[src/rtl/srl_credit_fifo_if.sv]
// Handshake bundle between an upstream delay pipeline, the credit FIFO and
// its consumer. Widths are set by the instantiating scope so that they match
// the FIFO's C_DATA_WIDTH and $clog2(C_FIFO_DEPTH+1).
interface srl_credit_fifo_if #(
  parameter int DW = 32,
  parameter int CW = 5
);
  logic          issue_req;
  logic          issue_grant;
  logic          pipe_valid;
  logic [DW-1:0] pipe_data;
  logic          out_valid;
  logic          out_ready;
  logic [DW-1:0] out_data;
  logic [CW-1:0] count;
  logic [CW-1:0] in_flight;
  logic          err;

  // Upstream issuer / pipeline / consumer side
  modport master (
    output issue_req, pipe_valid, pipe_data, out_ready,
    input  issue_grant, out_valid, out_data, count, in_flight, err
  );

  // FIFO side
  modport slave (
    input  issue_req, pipe_valid, pipe_data, out_ready,
    output issue_grant, out_valid, out_data, count, in_flight, err
  );
endinterface

[src/rtl/srl_credit_fifo.sv]
// Credit-gated output buffer for a fixed-latency, stall-free delay pipeline.
// A launch is granted only when a slot is reserved for it, so every item that
// later emerges from the pipeline is guaranteed space. Items are presented to
// the consumer first-word-fall-through on a valid/ready interface.
module srl_credit_fifo #(
  parameter int C_DATA_WIDTH   = 32,
  parameter int C_FIFO_DEPTH   = 16,
  parameter int C_PIPE_LATENCY = 4
) (
  input  logic              clk,
  input  logic              rst,
  srl_credit_fifo_if.slave  bus
);

  localparam int AW = $clog2(C_FIFO_DEPTH);
  localparam int CW = $clog2(C_FIFO_DEPTH + 1);
  localparam logic [CW-1:0] DEPTH_C = CW'(C_FIFO_DEPTH);

  // Reject configurations that cannot hold a full pipeline's worth of items
  // or that break natural pointer wrap.
  if (((C_FIFO_DEPTH & (C_FIFO_DEPTH - 1)) != 0) ||
      (C_FIFO_DEPTH < C_PIPE_LATENCY + 1)) begin : g_bad_cfg
    $error("srl_credit_fifo: C_FIFO_DEPTH must be a power of two >= C_PIPE_LATENCY+1");
  end

  logic [C_DATA_WIDTH-1:0] mem [C_FIFO_DEPTH];
  logic [AW-1:0]           wr_ptr, rd_ptr;
  logic [CW-1:0]           count_q, count_d;
  logic [CW-1:0]           infl_q, infl_d;
  logic [CW-1:0]           credits, credits_d;
  logic                    err_q, err_d;

  logic grant, push, pop, full, empty;
  logic spurious, overflow, infl_sat;

  // Handshake decode. Grant is masked while reset is asserted.
  always_comb begin
    full     = (count_q == DEPTH_C);
    empty    = (count_q == '0);
    grant    = bus.issue_req && (credits != '0) && rst;
    push     = bus.pipe_valid && !full;
    pop      = !empty && bus.out_ready;
    spurious = bus.pipe_valid && (infl_q == '0);
    overflow = bus.pipe_valid && full;
    infl_sat = grant && !bus.pipe_valid && (infl_q == DEPTH_C);
  end

  // Next-state for the three bookkeeping counters and the sticky error.
  always_comb begin
    credits_d = credits;
    count_d   = count_q;
    infl_d    = infl_q;
    err_d     = err_q | spurious | overflow | infl_sat;

    // A pop returns the slot; a grant reserves one.
    case ({grant, pop})
      2'b10:   credits_d = credits - 1'b1;
      2'b01:   credits_d = credits + 1'b1;
      default: credits_d = credits;
    endcase

    case ({push, pop})
      2'b10:   count_d = count_q + 1'b1;
      2'b01:   count_d = count_q - 1'b1;
      default: count_d = count_q;
    endcase

    // Saturate at both ends so a protocol error never wraps the counter.
    case ({grant, bus.pipe_valid})
      2'b10:   infl_d = infl_sat ? infl_q : infl_q + 1'b1;
      2'b01:   infl_d = (infl_q != '0) ? infl_q - 1'b1 : infl_q;
      default: infl_d = infl_q;
    endcase
  end

  // Control state: pointers, counters and error flag.
  always_ff @(posedge clk) begin
    if (!rst) begin
      wr_ptr  <= '0;
      rd_ptr  <= '0;
      count_q <= '0;
      infl_q  <= '0;
      credits <= DEPTH_C;
      err_q   <= 1'b0;
    end else begin
      if (push) wr_ptr <= wr_ptr + 1'b1;
      if (pop)  rd_ptr <= rd_ptr + 1'b1;
      count_q <= count_d;
      infl_q  <= infl_d;
      credits <= credits_d;
      err_q   <= err_d;
    end
  end

  // Payload storage; not cleared by reset since occupancy gates visibility.
  always_ff @(posedge clk) begin
    if (push && rst) mem[wr_ptr] <= bus.pipe_data;
  end

  assign bus.issue_grant = grant;
  assign bus.out_valid   = !empty;
  assign bus.out_data    = mem[rd_ptr];
  assign bus.count       = count_q;
  assign bus.in_flight   = infl_q;
  assign bus.err         = err_q;

endmodule

[src/flat_wrapper.sv]
// flat-port wrapper written by rule: the top's interface ports become plain ports
module srl_credit_fifo_flat 
#(
  parameter int C_DATA_WIDTH   = 32,
  parameter int C_FIFO_DEPTH   = 16,
  parameter int C_PIPE_LATENCY = 4
)
  (clk, rst, bus_issue_req, bus_pipe_valid, bus_pipe_data, bus_out_ready, bus_issue_grant, bus_out_valid, bus_out_data, bus_count, bus_in_flight, bus_err);
  srl_credit_fifo_if #(.DW((32)), .CW(($clog2((16) + 1)))) bus_i ();
  input  logic clk;
  input  logic rst;
  input wire logic [$bits(bus_i.issue_req)-1:0] bus_issue_req;
  input wire logic [$bits(bus_i.pipe_valid)-1:0] bus_pipe_valid;
  input wire logic [$bits(bus_i.pipe_data)-1:0] bus_pipe_data;
  input wire logic [$bits(bus_i.out_ready)-1:0] bus_out_ready;
  output wire logic [$bits(bus_i.issue_grant)-1:0] bus_issue_grant;
  output wire logic [$bits(bus_i.out_valid)-1:0] bus_out_valid;
  output wire logic [$bits(bus_i.out_data)-1:0] bus_out_data;
  output wire logic [$bits(bus_i.count)-1:0] bus_count;
  output wire logic [$bits(bus_i.in_flight)-1:0] bus_in_flight;
  output wire logic [$bits(bus_i.err)-1:0] bus_err;
  assign bus_i.issue_req = bus_issue_req;
  assign bus_i.pipe_valid = bus_pipe_valid;
  assign bus_i.pipe_data = bus_pipe_data;
  assign bus_i.out_ready = bus_out_ready;
  assign bus_issue_grant = bus_i.issue_grant;
  assign bus_out_valid = bus_i.out_valid;
  assign bus_out_data = bus_i.out_data;
  assign bus_count = bus_i.count;
  assign bus_in_flight = bus_i.in_flight;
  assign bus_err = bus_i.err;
  srl_credit_fifo #(.C_DATA_WIDTH(C_DATA_WIDTH), .C_FIFO_DEPTH(C_FIFO_DEPTH), .C_PIPE_LATENCY(C_PIPE_LATENCY)) u_core (.clk(clk), .rst(rst), .bus(bus_i));
endmodule
[config.mk]
export PLATFORM = sky130hd
export DESIGN_NAME = srl_credit_fifo_flat
export DESIGN_NICKNAME = d
export VERILOG_FILES = /design/src/rtl/srl_credit_fifo_if.sv /design/src/rtl/srl_credit_fifo.sv /design/src/flat_wrapper.sv
export SDC_FILE = /design/constraint.sdc
export NUM_CORES = 1
export LEC_CHECK = 0
export CAP_MARGIN = 10
export CORE_MARGIN = 5
export CORE_UTILIZATION = 30
export CTS_BUF_LIST = sky130_fd_sc_hd__clkbuf_8
export DETAILED_ROUTE_END_ITERATION = 8
export SYNTH_ARGS = -nofsm -noshare
export SYNTH_HDL_FRONTEND = slang
export SYNTH_SLANG_ARGS = --single-unit
[constraint.sdc]
create_clock -name clk -period 8.35 [get_ports clk]
set_clock_uncertainty 0.1 [all_clocks]
set_input_delay 1.67 -clock clk [delete_from_list [all_inputs] [get_ports clk]]
set_output_delay 1.67 -clock clk [all_outputs]
set_load 0.005 [all_outputs]
==> summary.md <==
| Metric | Value |
|---|---|
| Met3 capacity usage during global routing | approximately 3% |
| #FFs+latches synth | 540 |
| Chip height | 274 um |
| Synth Area in Adders | between 1 and 1.5% |
| Critical path's largest stage delay | 0.79 ns |
| CTS tree | yes |
| Cell mode on critical path | mux4_2 |
| Setup TNS | 0 ns |
| Reg2reg end | u_core.bus.count[4] |
| CP Cell Sequence | buf_12, mux4_2, mux4_2, clkdlybuf4s50_1 |
| Slowest cell on crit path | dfxtp_4 |
| # hold bufs at CTS | 0 |
| RSZ-0062 raised after global routing | false |
| Std cell rows | 96 |
| CP max FO | 96 |
| First-pass GRT wire length | 69.2 mm |
| Worst path bufs/invs | 2 |
| Outcome | completed |
| Synth Flop Type | edfxtp_1 |
| Switching Fraction | around 25% |
| Hold depth | 2 |
| Setup bufs post-CTS | 0 |
| GP Congestion | about 0.72 |
| Syn Area/Cell | between 20 and 25 um^2 |
| Via count | 9710 |
| Grt met2 use | 20.8% |
| Largest net degree at the start of global routing | 97 |
| Reg power frac | between 40% and 50% |
| Post-synthesis simple-gate area fraction | 2.08% |
| Hold path start | u_core.bus.err |
| Multiplexer area fraction after synthesis | between 10% and 20% |
| Hold Path Sink | u_core.bus.err |
| Power Dens Cells | about 260 mW/mm^2 |
| WP data arrival | 3.86 ns |
| Worst-skew pair later-pin latency | between 0.6 and 0.7 ns |
| Final Hold Fails | 0 |
| M1 GR Usage | 16.6% |
| Main combinational cell family by area after synthesis | multiplexers |
| Router iterations before antenna repair | 6 |
| DRT antenna net count | 0 |
| # diodes | 0 |
| Xor/xnor cell area share of the yosys netlist | 0.630% |
| Post-DR wirelength/cell | around 23 um |
| VDD IR max | approximately 0.00017 V |
| Dpl ws | 3.27 ns |
| Clock Tree Buf Depth | 3 |
| Post_cts resized | 0 |
| Synthesized instance count | 907 |
| Post-synthesis cell type count | 38 |
| Register clock-pin slew on the reported worst setup and hold paths | 0.06 ns |
| Synth Area in Compound Gates | 0.924% |
| GRT Util Overall | between 10 and 15% |
| Post-synth EDFFs | 512 |
| Number of vias per cell | 4.71 |
| Fin util | 35.7% |
| Worst-Margin Slew | ~0.9 ns |
| Final Worst Setup Slack | around 2.7 ns |
| Initial core utilization | 30.3% |
| Net count after synthesis | 963 |
| Worst setup EP type | primary output |
| Layout cells sized above 1 | approximately 28% |
| Crit path kind | flop to primary output |
| Crit-path leading delay family | multiplexers |
| Placed wire-length estimate | roughly 24 mm |
| Register area share after synthesis | 76.5% |
| Slew margin rel. | 39.2% |
| Starting DRT DRC Count | a little over 700 |
| TritonCTS Buffers | 89 |
| DRC | 0 |
| Syn. warnings | 0 |
| Max H-tree Level | 3 |
| Die area | roughly 0.075 mm^2 |
| Worst reg2reg setup slack | 4.84 ns |
| Mapped Area | approximately 0.021 mm^2 |
| Reg2reg start | u_core.bus.count[0] |
| Io pins | 82 |
| Root buf cell | clkbuf_8 |
| Hold Crit Class | flop to flop |
| Clock Sinks | 540 |
| Vias in the first global route | roughly 10k |
| Logic pwr share | 17.7% |
| Port-buffer cells | 81 |
| Post-route clock period utilization | between 60% and 70% |
| Final setup violating endpoints | 0 |
| Post-synth ARST share | 0% |
| GR peak layer | met2 |
| Internal power | between 0.004 and 0.005 W |
| Slew Viols, Final | 0 |
| Initial antenna violation count | 2 |
| Number of max-cap violations | 0 |
| Core Footprint | around 0.069 mm^2 |
| Nets | between 1k and 1.5k |
| Layout overhead on the synthesized area | 17.7% |
| Net switching power | roughly 0.0016 W |
| Fin crit period | 5.63 ns |
| F_max | 178 MHz |
| Crit path required time | between 6 and 7 ns |
| P_leak | around 7.5 nW |
| Clock Power Share | between 30% and 40% |
| Post-Route WL | ~47 mm |
| Critical path launch point type | flop |
| FF-to-FF path depth | 11 |
| Gr ovfl total | 0 |
| Die Wd | approximately 270 um |
## logic make-up after synthesis
kind of cell | after synthesis
AOI/OAI and AO/OA | 30
buffers and inverters | 57
DFF | 540
xor gates and xnor gates | 15
and+or+nand+nor | 82
adders and majority gates | 19
muxes | 164
## worst max-delay path by stage
stage                     depth (start not counted)  slack, ns           start          endpoint
after floorplan                                   4       3.06  bus_pipe_valid  u_core.mem[3][0]
after global placement                            4       3.27            flop  bus_out_data[28]
after detailed placement                          4       3.27            flop   bus_out_data[2]
after CTS                                         4       2.53            flop   bus_out_data[2]
after global routing                              4       2.37            flop   bus_out_data[2]
final                                             4       2.72            flop   bus_out_data[2]
## layout by cell type, fill, tap and decap left out, types with 3 or more instances in the layout
cell	instances
clkinv_1	21
mux2i_1	3
nand3_1	11
a21o_1	3
nand4_1	3
nand2_1	15
mux4_2	160
xor2_1	5
fa_1	3
nand2b_1	6
clkinv_2	7
clkbuf_8	91
o21ai_1	4
nor2_4	12
clkdlybuf4s50_1	81
dfxtp_1	24
and2_1	14
edfxtp_1	512
o21ai_0	8
inv_1	46
ha_1	16
a21oi_1	7
xnor2_1	10
buf_4	25
nor2b_1	6
clkinvlp_4	4
nor3_2	4
## through the flow
step / area (um^2) / total power [W] / std cells / hold WS (ns)
floorplan: 20800 / 0.00392 / 907 / 0.388
global placement: 23000 / 0.00433 / 1901 / 0.388
detailed placement: 23000 / 0.00434 / 1901 / 0.386
CTS: 24500 / 0.00642 / 2061 / 0.409
global route: 24500 / 0.00665 / 2061 / 0.438
finish: 24500 / 0.00632 / 2061 / 0.403
## power by group through the flow
stage	combinational (W)	clock (W)	sequential, W
after detailed placement	0.00114	0	0.00320
after floorplan	0.000778	0	0.00314
final	0.00112	0.00206	0.00314
after global routing	0.00122	0.00227	0.00316
after global placement	0.00113	0	0.00320
after CTS	0.00115	0.00213	0.00315
## state kept, by name, summed over array words and instances (netlist names), named ones only
register / cells
u_core.mem: 512
u_core.bus.count: 5
u_core.bus.in_flight: 5
u_core.credits: 5
u_core.rd_ptr: 4
u_core.wr_ptr: 4
u_core.bus.err: 1
## synth_stat cells, drive strengths merged (2+ instances only)
master  number  area (um^2)
edfxtp     512        15400
a21o         4         31.3
nor4         2         12.5
or4          3         30.0
a21boi       2         15.0
xnor2       10         87.6
ha          16          200
and2        14         87.6
nand4        3         18.8
nand2b       6         37.5
a21oi        7         35.0
nor2b        6         37.5
clkbuf      26         97.6
nand2       15         56.3
mux2i        4         43.8
nand3       11         55.1
inv         13         48.8
o21ai       12         60.1
nor2        14         52.6
mux4       160         3600
nor3         6         30.0
fa           3         60.1
xor2         5         43.8
buf         18         96.3
dfxtp       28          561
## tightest hold or removal path, stage by stage (launching register included)
cell      delay [ns]
dfxtp_1         0.33
a211oi_1        0.05
nor2b_1         0.09
## routing by layer
| metal | part of all wire (%) | vias up |
|---|---|---|
| li1 | - | 4140 |
| met1 | 42 | 5236 |
| met2 | 51 | 272 |
| met3 | 5.5 | 58 |
| met4 | 1.6 | 4 |
| met5 | 0.058 | - |
## final cells by class
cell class,instances,area [um^2]
multi-input cells,310,4770
inverters,13,48.8
well taps,931,1160
flip-flops and latches,540,15900
clock buffers,91,1250
repair buffers,107,1020
fillers,6400,44200
clock inverters,69,327
No activity file was read; power rests on OpenSTA's default activity.
